===== src/rtl/mem_port_arbiter_if.sv =====
// Bundles the fetch, data and memory-side signals of the shared memory port.
//   slave  : seen by mem_port_arbiter (takes requests and mem_rdata, drives
//            responses, the memory strobe/address/data and the stall flags)
//   master : seen by the pipeline/memory side that drives the requests
// Signals:
//   if_req/if_addr/if_rdata/if_valid : fetch request and response
//   flush                            : PCSrcE, discard the fetch in flight
//   d_req/d_we/d_addr/d_wdata        : load/store request
//   d_rdata/d_valid                  : load data / store acknowledge
//   mem_en/mem_we/mem_addr/mem_wdata : single-port memory command
//   mem_rdata                        : memory read data (fixed latency)
//   stall_f/stall_m                  : hold signals for the hazard unit
interface mem_port_arbiter_if #(
  parameter int ADDR_W = 12,
  parameter int DATA_W = 17
);
  logic              if_req;
  logic [ADDR_W-1:0] if_addr;
  logic [DATA_W-1:0] if_rdata;
  logic              if_valid;
  logic              flush;
  logic              d_req;
  logic              d_we;
  logic [ADDR_W-1:0] d_addr;
  logic [DATA_W-1:0] d_wdata;
  logic [DATA_W-1:0] d_rdata;
  logic              d_valid;
  logic              mem_en;
  logic              mem_we;
  logic [ADDR_W-1:0] mem_addr;
  logic [DATA_W-1:0] mem_wdata;
  logic [DATA_W-1:0] mem_rdata;
  logic              stall_f;
  logic              stall_m;

  modport slave (
    input  if_req, if_addr, flush, d_req, d_we, d_addr, d_wdata, mem_rdata,
    output if_rdata, if_valid, d_rdata, d_valid,
    output mem_en, mem_we, mem_addr, mem_wdata, stall_f, stall_m
  );

  modport master (
    output if_req, if_addr, flush, d_req, d_we, d_addr, d_wdata, mem_rdata,
    input  if_rdata, if_valid, d_rdata, d_valid,
    input  mem_en, mem_we, mem_addr, mem_wdata, stall_f, stall_m
  );
endinterface


===== src/rtl/mem_port_arbiter.sv =====
// Shares one single-port memory between instruction fetch and the data
// (load/store) stage. Each access runs IDLE -> ISSUE -> WAIT -> DONE; the
// owner gets a one-cycle valid pulse in DONE. Data has priority, but after
// MAX_D_STREAK consecutive data grants with a waiting fetch, fetch wins once.
// A flush while fetch owns the port lets the memory access finish but hides
// its result from the fetch side.
// Ports:
//   clk   : rising-edge clock
//   reset : synchronous, active-high
//   bus   : mem_port_arbiter_if.slave (requests, responses, memory command,
//           stall_f/stall_m)
module mem_port_arbiter #(
  parameter int ADDR_W       = 12,
  parameter int DATA_W       = 17,
  parameter int MEM_LAT      = 2,
  parameter int MAX_D_STREAK = 4
) (
  input  logic                clk,
  input  logic                reset,
  mem_port_arbiter_if.slave   bus
);

  localparam int CNT_W = (MEM_LAT > 1) ? $clog2(MEM_LAT) : 1;
  localparam int STK_W = $clog2(MAX_D_STREAK + 1);

  typedef enum logic [1:0] {IDLE, ISSUE, WAIT, DONE} state_t;

  state_t            state_q, state_d;
  logic [CNT_W-1:0]  cnt_q;
  logic [STK_W-1:0]  streak_q;
  logic              own_f_q;   // 1 = fetch owns the current access
  logic              drop_q;    // fetch result to be discarded
  logic              we_q;      // current access is a store
  logic              mem_en_q, mem_we_q;
  logic [ADDR_W-1:0] mem_addr_q;
  logic [DATA_W-1:0] mem_wdata_q;
  logic [DATA_W-1:0] if_rdata_q, d_rdata_q;

  logic              grant_f, grant_d, capture;
  logic              if_valid_c, d_valid_c;

  // Saturating increment of the data-streak counter.
  function automatic logic [STK_W-1:0] sat_inc(input logic [STK_W-1:0] v);
    if (v >= STK_W'(MAX_D_STREAK)) return STK_W'(MAX_D_STREAK);
    else                           return v + STK_W'(1);
  endfunction

  // Arbitration, evaluated only in IDLE: data first unless the streak has
  // run out while fetch is waiting.
  always_comb begin
    grant_f = 1'b0;
    grant_d = 1'b0;
    if (state_q == IDLE) begin
      grant_f = bus.if_req &&
                (!bus.d_req || (streak_q == STK_W'(MAX_D_STREAK)));
      grant_d = bus.d_req && !grant_f;
    end
  end

  // Last WAIT cycle: mem_rdata is valid for the access issued MEM_LAT ago.
  assign capture = (state_q == WAIT) && (cnt_q == '0);

  // State register
  always_ff @(posedge clk) begin
    if (reset) state_q <= IDLE;
    else       state_q <= state_d;
  end

  // Next-state logic
  always_comb begin
    state_d = state_q;
    case (state_q)
      IDLE:    if (bus.if_req || bus.d_req) state_d = ISSUE;
      ISSUE:   state_d = WAIT;
      WAIT:    if (cnt_q == '0) state_d = DONE;
      DONE:    state_d = IDLE;
      default: state_d = IDLE;
    endcase
  end

  // Output logic; a flush arriving in DONE still hides that cycle's pulse.
  always_comb begin
    if_valid_c = (state_q == DONE) && own_f_q && !drop_q && !bus.flush;
    d_valid_c  = (state_q == DONE) && !own_f_q;
  end

  // Control: owner, latency counter, drop flag, streak
  always_ff @(posedge clk) begin
    if (reset) begin
      cnt_q    <= '0;
      streak_q <= '0;
      own_f_q  <= 1'b0;
      drop_q   <= 1'b0;
      we_q     <= 1'b0;
    end else begin
      if (grant_f || grant_d) begin
        own_f_q <= grant_f;
        we_q    <= grant_d && bus.d_we;
      end

      if (grant_f)
        streak_q <= '0;
      else if (grant_d)
        streak_q <= bus.if_req ? sat_inc(streak_q) : '0;

      if (state_q == ISSUE)
        cnt_q <= CNT_W'(MEM_LAT - 1);
      else if ((state_q == WAIT) && (cnt_q != '0))
        cnt_q <= cnt_q - CNT_W'(1);

      if (state_q == DONE)
        drop_q <= 1'b0;
      else if ((state_q != IDLE) && own_f_q && bus.flush)
        drop_q <= 1'b1;
    end
  end

  // Memory command: registered, one-cycle strobe during ISSUE
  always_ff @(posedge clk) begin
    if (reset) begin
      mem_en_q    <= 1'b0;
      mem_we_q    <= 1'b0;
      mem_addr_q  <= '0;
      mem_wdata_q <= '0;
    end else if (grant_f || grant_d) begin
      mem_en_q    <= 1'b1;
      mem_we_q    <= grant_d && bus.d_we;
      mem_addr_q  <= grant_f ? bus.if_addr : bus.d_addr;
      mem_wdata_q <= grant_d ? bus.d_wdata : '0;
    end else begin
      mem_en_q    <= 1'b0;
      mem_we_q    <= 1'b0;
    end
  end

  // Response capture; both read buses hold their value between accesses.
  always_ff @(posedge clk) begin
    if (reset) begin
      if_rdata_q <= '0;
      d_rdata_q  <= '0;
    end else if (capture) begin
      if (own_f_q && !drop_q && !bus.flush)
        if_rdata_q <= bus.mem_rdata;
      else if (!own_f_q)
        d_rdata_q  <= we_q ? '0 : bus.mem_rdata;
    end
  end

  assign bus.mem_en    = mem_en_q;
  assign bus.mem_we    = mem_we_q;
  assign bus.mem_addr  = mem_addr_q;
  assign bus.mem_wdata = mem_wdata_q;
  assign bus.if_rdata  = if_rdata_q;
  assign bus.d_rdata   = d_rdata_q;
  assign bus.if_valid  = if_valid_c;
  assign bus.d_valid   = d_valid_c;
  assign bus.stall_f   = bus.if_req && !if_valid_c;
  assign bus.stall_m   = bus.d_req && !d_valid_c;

endmodule


===== src/flat_wrapper.sv =====
// flat-port wrapper written by rule: the top's interface ports become plain ports
module mem_port_arbiter_flat 
#(
  parameter int ADDR_W       = 12,
  parameter int DATA_W       = 17,
  parameter int MEM_LAT      = 2,
  parameter int MAX_D_STREAK = 4
)
  (clk, reset, bus_if_req, bus_if_addr, bus_flush, bus_d_req, bus_d_we, bus_d_addr, bus_d_wdata, bus_mem_rdata, bus_if_rdata, bus_if_valid, bus_d_rdata, bus_d_valid, bus_mem_en, bus_mem_we, bus_mem_addr, bus_mem_wdata, bus_stall_f, bus_stall_m);
  mem_port_arbiter_if #(.ADDR_W(ADDR_W), .DATA_W(DATA_W)) bus_i ();
  input  logic clk;
  input  logic reset;
  input wire logic [$bits(bus_i.if_req)-1:0] bus_if_req;
  input wire logic [$bits(bus_i.if_addr)-1:0] bus_if_addr;
  input wire logic [$bits(bus_i.flush)-1:0] bus_flush;
  input wire logic [$bits(bus_i.d_req)-1:0] bus_d_req;
  input wire logic [$bits(bus_i.d_we)-1:0] bus_d_we;
  input wire logic [$bits(bus_i.d_addr)-1:0] bus_d_addr;
  input wire logic [$bits(bus_i.d_wdata)-1:0] bus_d_wdata;
  input wire logic [$bits(bus_i.mem_rdata)-1:0] bus_mem_rdata;
  output wire logic [$bits(bus_i.if_rdata)-1:0] bus_if_rdata;
  output wire logic [$bits(bus_i.if_valid)-1:0] bus_if_valid;
  output wire logic [$bits(bus_i.d_rdata)-1:0] bus_d_rdata;
  output wire logic [$bits(bus_i.d_valid)-1:0] bus_d_valid;
  output wire logic [$bits(bus_i.mem_en)-1:0] bus_mem_en;
  output wire logic [$bits(bus_i.mem_we)-1:0] bus_mem_we;
  output wire logic [$bits(bus_i.mem_addr)-1:0] bus_mem_addr;
  output wire logic [$bits(bus_i.mem_wdata)-1:0] bus_mem_wdata;
  output wire logic [$bits(bus_i.stall_f)-1:0] bus_stall_f;
  output wire logic [$bits(bus_i.stall_m)-1:0] bus_stall_m;
  assign bus_i.if_req = bus_if_req;
  assign bus_i.if_addr = bus_if_addr;
  assign bus_i.flush = bus_flush;
  assign bus_i.d_req = bus_d_req;
  assign bus_i.d_we = bus_d_we;
  assign bus_i.d_addr = bus_d_addr;
  assign bus_i.d_wdata = bus_d_wdata;
  assign bus_i.mem_rdata = bus_mem_rdata;
  assign bus_if_rdata = bus_i.if_rdata;
  assign bus_if_valid = bus_i.if_valid;
  assign bus_d_rdata = bus_i.d_rdata;
  assign bus_d_valid = bus_i.d_valid;
  assign bus_mem_en = bus_i.mem_en;
  assign bus_mem_we = bus_i.mem_we;
  assign bus_mem_addr = bus_i.mem_addr;
  assign bus_mem_wdata = bus_i.mem_wdata;
  assign bus_stall_f = bus_i.stall_f;
  assign bus_stall_m = bus_i.stall_m;
  mem_port_arbiter #(.ADDR_W(ADDR_W), .DATA_W(DATA_W), .MEM_LAT(MEM_LAT), .MAX_D_STREAK(MAX_D_STREAK)) u_core (.clk(clk), .reset(reset), .bus(bus_i));
endmodule

===== config.mk =====
export PLATFORM = sky130hd
export DESIGN_NAME = mem_port_arbiter_flat
export DESIGN_NICKNAME = d
export VERILOG_FILES = /design/src/rtl/mem_port_arbiter_if.sv /design/src/rtl/mem_port_arbiter.sv /design/src/flat_wrapper.sv
export SDC_FILE = /design/constraint.sdc
export NUM_CORES = 1
export LEC_CHECK = 0
export BUFFER_PORTS_ARGS = -buffer_cell sky130_fd_sc_hd__buf_2
export CORE_UTILIZATION = 47
export CTS_BUF_LIST = sky130_fd_sc_hd__clkbuf_16
export CTS_CLUSTER_DIAMETER = 150
export DETAILED_ROUTE_END_ITERATION = 10
export PLACE_DENSITY = 0.79
export SLEW_MARGIN = 20
export SYNTH_ARGS = -nofsm -noshare
export SYNTH_HDL_FRONTEND = slang
export SYNTH_SLANG_ARGS = --single-unit

===== constraint.sdc =====
create_clock -name clk -period 2 [get_ports clk]
set_input_delay 0.4 -clock clk [delete_from_list [all_inputs] [get_ports clk]]
set_output_delay 0.4 -clock clk [all_outputs]
set_load 0.01 [all_outputs]

==> impl_metrics.csv, run 1 <==
group,metric,value,unit
cts,clk_latency,0.32,ns
drt,wirelength,8327,um
yosys,synth_top_family_by_area,"compound AO/OA/AOI/OAI gates",
yosys,synth_xor_xnor_area_share,0,%
critical_path,worstReg2RegStart,"u_core.state_q[0]",
cts,cts_root_buf,"clkbuf_16",
global_routing,antenna_found_initial,0,
drt,ant_nets,0,
critical_path,critPathCapture,"u_core.state_q[1]",
drt,wl_per_cell,15.11,um
drt,vias_per_cell,5.633,
critical_path,max_stage_delay,0.41,ns
drt,first_iter_violations,218,
timing,rsz0062_at_grt,"false",
floorplan,die_w,83.76,um
timing,finalCritPeriodShare,92.53,%
cts,clk_path_buf_depth,2,
final_layout,stdcell_area,4083,um2
yosys,synth.yosys.warnings,0,
yosys,synthMuxAreaShare,0,%
critical_path,crit_required,2.24,ns
yosys,synth-seq-cells,74,
timing,tns,0,ns
cts,h-tree-depth,3,
yosys,synthSimpleGateAreaFrac,18.52,%
critical_path,cp-startpoint,"u_core.state_q[0]",
cts,cts.hold.buffers_added,0,
drt,firstDrtPassIters,4,
yosys,synth_compound_area_share,24.61,%
timing,setup_violations,0,
hold_path,hold_path_class,"in -> reg",
drt,vias,3104,
critical_path,crit_arrival,2.09,ns
floorplan,fp.coreArea,6386,um2
global_routing,grt-ovfl-total,0,
placed_design,gp_congestion,0.8001,
placed_design,port_buffers,132,
floorplan,die_h,83.76,um
timing,fmax,0.5404,GHz
critical_path,r2r_slack,0.15,ns
global_routing,grt_pass1_wl,13640,um
pwr,cellLeakagePower,1.785,nW
critical_path,end_kind,"flip-flop",
placed_design,dpl.hpwl,5578,um
timing,worst_pin_slew,0.6030,ns
global_routing,grt_start_max_net_pins,54,
critical_path,reg2reg_depth,6,
drt,drc,0,
yosys,ys_seq_area_share,47.15,%
critical_path,crit_fanout,12,
final_layout,antenna_cells,0,
yosys,netlist_area,3142,um2
critical_path,regToRegEndpoint,"u_core.state_q[1]",
global_routing,grt_usage,23.65,%
critical_path,slowest_stage,"or3b_1",
outcome,outcome,"finished, final reports clean",
final_layout,final_nets,539,
critical_path,worstSetupStartpointType,"flip-flop",
cts,postCtsResizedCells,0,
yosys,syn_inst,350,
pwr,vdd_drop_max,0.7404,mV
floorplan,row_count,29,
hold_path,worstHoldPathCells,3,
final_layout,drive_above_1_share,33.97,%
final_layout,area_growth,29.95,%
cts,postCtsSetupBuffers,0,
timing,slew_headroom,59.80,%
timing,hold_viol_final,0,
critical_path,crit_type,"reg -> reg",
timing,slew_viol_final,0,
yosys,postSynthAreaPerCell,8.976,um2
timing,timing.hold.ws,0.3314,ns
placed_design,post_dp_cell_area,3771,um2
critical_path,path_cells,"inv_1 > ha_1 > buf_4 > nor3b_1 > or3b_1 > a21oi_1",
run,maxCapViolations,0,
floorplan,start_util,49.20,%
placed_design,post-place-cells,535,
critical_path,cp_num_buf_inv,2,
yosys,synthAdderAreaFrac,2.389,%
yosys,synth.distinct_cells,38,
pwr,power_density,1329,nW/um2
floorplan,die_area,7016,um2
cts,cts_buffers,9,
floorplan,ios,133,
critical_path,crit_family,"simple AND/OR/NAND/NOR gates",
global_routing,grt_pass1_vias,2967,
final_layout,fin_cells,551,
cts,path_clk_slew,0.06,ns
cts,cts_num_sinks,74,
timing,skew,0.005507,ns
critical_path,path_depth,6,
timing,post-route-min-period,1.851,ns
cts,tritoncts,"yes",
yosys,syn_nets,420,
-- synth_stat cells (all sizes together) --
master / n / share of area, %
a32oi: 17 / 4.7
nand3: 19 / 3.2
nor3: 1 / 0.16
inv: 7 / 0.84
a31oi: 1 / 0.20
a21boi: 1 / 0.36
o21a: 2 / 0.48
nor3b: 3 / 1.2
nor4: 1 / 0.20
nand4: 2 / 0.40
nand3b: 17 / 4.1
dfxtp: 74 / 47
a41oi: 12 / 3.3
or3b: 3 / 0.84
buf: 16 / 3.3
nand2b: 1 / 0.20
a2bb2oi: 1 / 0.28
nand2: 20 / 2.4
and2b: 1 / 0.28
nor2b: 3 / 0.60
and3: 1 / 0.20
nor2: 35 / 4.2
a211oi: 15 / 3.6
a21bo: 1 / 0.32
clkbuf: 16 / 3.2
o21ai: 33 / 5.3
a21oi: 38 / 6.1
ha: 6 / 2.4
and2: 3 / 0.60
-- state kept, by name, indices dropped and copies added, names as in the netlist --
name / cells
u_core.bus.d_rdata: 17
u_core.bus.if_rdata: 17
u_core.bus.mem_wdata: 17
u_core.bus.mem_addr: 12
u_core.streak_q: 3
u_core.state_q: 2
u_core.bus.mem_en: 1
u_core.bus.mem_we: 1
u_core.cnt_q: 1
u_core.drop_q: 1
u_core.own_f_q: 1
u_core.we_q: 1
-- cell usage in the layout (no fill, tap or decap), drive strengths merged, types with 3 or more instances in the layout --
cell type | netlist | layout
a32oi | 17 | 17
or3b | 3 | 3
clkinv | 0 | 3
nor2b | 3 | 3
ha | 6 | 6
nor2 | 35 | 35
clkbuf | 16 | 9
nand3 | 19 | 19
o21ai | 33 | 33
a211oi | 15 | 15
dfxtp | 74 | 74
a21oi | 38 | 38
a41oi | 12 | 12
nor3b | 3 | 3
and2 | 3 | 3
inv | 7 | 9
nand2 | 20 | 20
buf | 16 | 140
nand3b | 17 | 17
-- metrics by stage --
| stage | setup WS, ns | total power [mW] | util, % |
|---|---|---|---|
| 2_1_floorplan | 0.4824 | 3.184 | - |
| 3_3_place_gp | 0.3022 | 3.700 | 59.05 |
| 3_5_place_dp | 0.2012 | 3.773 | 59.05 |
| 4_1_cts | 0.1444 | 5.451 | 63.93 |
| 5_1_grt | 0.02771 | 5.734 | 63.93 |
| 6_report | 0.1495 | 5.424 | 63.93 |
-- cell families after synthesis --
| kind of cell | count (synthesis) |
|---|---|
| adder cells (fa/ha/maj) | 6 |
| AO/OA/AOI/OAI | 121 |
| flip-flops | 74 |
| buffers and inverters | 39 |
| AND/OR/NAND/NOR | 110 |
-- worst reg2reg max path, cell delays in order (launching register included) --
cell	delay [ns]
dfxtp_1	0.37
inv_1	0.10
ha_1	0.36
buf_4	0.23
nor3b_1	0.16
or3b_1	0.41
a21oi_1	0.16
-- routing by layer --
layer / up-vias / track usage (%) / wire, um
met2: 109 / 40.35 / 4278
met3: 9 / 4.451 / 449
met5: - / 0 / 0
met4: 0 / 9.245 / 91
met1: 1469 / 29.46 / 3508
li1: 1517 / - / -
-- area by class of cell --
cell class | count | area [um2]
clock buffer | 9 | 225.2
fill | 559 | 2303
inverter | 7 | 26.28
clock inverter | 7 | 86.33
sequential | 74 | 1481
timing repair buffer | 140 | 733.2
tap | 77 | 96.34
multi-input combinational | 237 | 1434
-- power breakdown --
group	leakage (nW)	switching, mW	internal [mW]	total (mW)
Sequential	0.603	0.176	1.76	1.93
Combinational	1.02	1.11	0.715	1.83
Clock	0.162	0.586	1.08	1.67
-- how the worst min path moves through the flow --
stage                           start                       end  slack, ns
2_1_floorplan      u_core.streak_q[1]        u_core.streak_q[1]       0.47
3_3_place_gp   u_core.bus.d_rdata[16]    u_core.bus.d_rdata[16]       0.43
3_5_place_dp    u_core.bus.d_rdata[7]     u_core.bus.d_rdata[7]       0.44
4_1_cts                      bus_d_we         u_core.bus.mem_we       0.33
5_1_grt                bus_d_wdata[8]   u_core.bus.mem_wdata[8]       0.34
6_report              bus_d_wdata[14]  u_core.bus.mem_wdata[14]       0.33
Power figures use the tool's default switching activity.
==> run 2, diff against run 1 <==
==> constraint.sdc (replaced) <==
create_clock -name clk -period 2 [get_ports clk]
set_input_delay 0.3 -clock clk [delete_from_list [all_inputs] [get_ports clk]]
set_output_delay 0.3 -clock clk [all_outputs]
set_load 0.01 [all_outputs]
==> impl_metrics.csv, run 2 (synthesized netlist as in run 1, its figures left out) <==
group,metric,value,unit
floorplan,die_area,7016,um2
drt,wirelength,8117,um
cts,cts_buffers,9,
placed_design,post_dp_cell_area,3771,um2
drt,firstDrtPassIters,5,
final_layout,drive_above_1_share,33.12,%
pwr,finalPower,5.073,mW
pwr,vdd_drop_max,0.6108,mV
global_routing,use_met3,4.154,%
cts,cts_root_buf,"clkbuf_16",
cts,cts.hold.buffers_added,0,
cts,path_clk_slew,0.05,ns
final_layout,antenna_cells,0,
global_routing,grt_pass1_vias,2841,
drt,vias_per_cell,5.589,
cts,postCtsResizedCells,0,
drt,vias,3063,
cts,h-tree-depth,3,
global_routing,grt-ovfl-total,0,
cts,tritoncts,"yes",
final_layout,area_growth,27.68,%
timing,skew,0.005246,ns
placed_design,port_buffers,132,
pwr,combinationalPowerShare,35.7,%
timing,slew_headroom,58.22,%
global_routing,grt_usage,23.03,%
drt,drc,0,
placed_design,gp_congestion,0.7979,
pwr,power_switching,1.806,mW
floorplan,row_count,29,
global_routing,use_met1,28.13,%
timing,worst_pin_slew,0.6267,ns
cts,clk_path_buf_depth,2,
hold_path,hold_path_class,"in -> reg",
pwr,cellLeakagePower,1.749,nW
final_layout,stdcell_area,4011,um2
final_layout,final_common_cell,"buf_2",
floorplan,ios,133,
timing,post-route-min-period,1.813,ns
pwr,swShare,35.60,%
timing,tns,0,ns
critical_path,crit_required,2.19,ns
critical_path,r2r_slack,0.19,ns
floorplan,die_h,83.76,um
final_layout,final_nets,539,
floorplan,die_w,83.76,um
global_routing,grt_start_max_net_pins,53,
floorplan,start_util,49.20,%
placed_design,dpl.hpwl,5623,um
critical_path,crit_fanout,14,
outcome,outcome,"finished, final reports clean",
run,maxCapViolations,0,
global_routing,met2_usage,39.62,%
drt,wl_per_cell,14.81,um
timing,rsz0062_at_grt,"false",
timing,finalCritPeriodShare,90.66,%
global_routing,antenna_found_initial,0,
pwr,internal_power,3.268,mW
timing,setup_violations,0,
drt,first_iter_violations,148,
timing,fmax,0.5515,GHz
pwr,p_seq_share,38.0,%
critical_path,worstSetupStartpointType,"flip-flop",
timing,hold_viol_final,0,
pwr,power_density,1265,nW/um2
cts,cts_num_sinks,74,
global_routing,grt.busiest_layer,"met2",
floorplan,fp.coreArea,6386,um2
drt,ant_nets,0,
timing,slew_viol_final,0,
global_routing,grt_pass1_wl,13120,um
cts,postCtsSetupBuffers,0,
critical_path,end_kind,"flip-flop",
pwr,p_clk_share,26.3,%
critical_path,crit_type,"reg -> reg",
cts,clk_latency,0.32,ns
final_layout,mostFrequentLayoutCells,"buf_2 (132), dfxtp_1 (74), a21oi_1 (38), nor2_1 (35), nand2_1 (20)",
critical_path,crit_arrival,2.00,ns
[run 2: through the flow]
stage | worst slack [ns] | hold WS [ns] | util [%] | instances
after global placement | 0.3085 | 0.4339 | 59.05 | 535
final | 0.1869 | 0.2344 | 62.81 | 548
after floorplan | 0.4824 | 0.4448 | - | 350
after CTS | 0.2070 | 0.2224 | 62.81 | 548
after global routing | 0.008367 | 0.2451 | 62.81 | 548
after detailed placement | 0.2043 | 0.4399 | 59.05 | 535
[run 2: worst paths after layout]
path	cells past startpoint	end	from
max	5	u_core.bus.mem_addr[1]	u_core.state_q[0]
min	3	u_core.bus.mem_we	bus_d_we
max reg2reg	5	u_core.bus.mem_addr[1]	u_core.state_q[0]
min reg2reg	2	u_core.bus.d_rdata[8]	u_core.bus.d_rdata[8]
[run 2: area by class of cell]
cell class                 count  area, um2
fill                         572       2375
sequential                    74       1481
multi-input combinational    237       1434
timing repair buffer         140      733.2
clock buffer                   9      225.2
tap                           77      96.34
inverter                       7      26.28
clock inverter                 4      15.01
[run 2: worst max-delay path, stage by stage, from the launching register on]
cell	delay [ns]
dfxtp_1	0.32
inv_1	0.11
ha_1	0.44
nand2_1	0.39
o21ai_0	0.32
a211oi_1	0.10
[run 2: power by group through the flow]
stage	registers [mW]	logic (mW)	clock network, mW
finish	1.93	1.81	1.33
global route	1.96	2.00	1.42
CTS	1.92	1.81	1.36
detailed placement	1.95	1.81	0
global placement	1.94	1.76	0
floorplan	2.04	1.14	0
[run 2: metal layers]
layer	vias to the layer above	wire length (um)
li1	1511	-
met1	1424	3536
met5	-	0
met4	0	136
met3	15	428
met2	113	4015
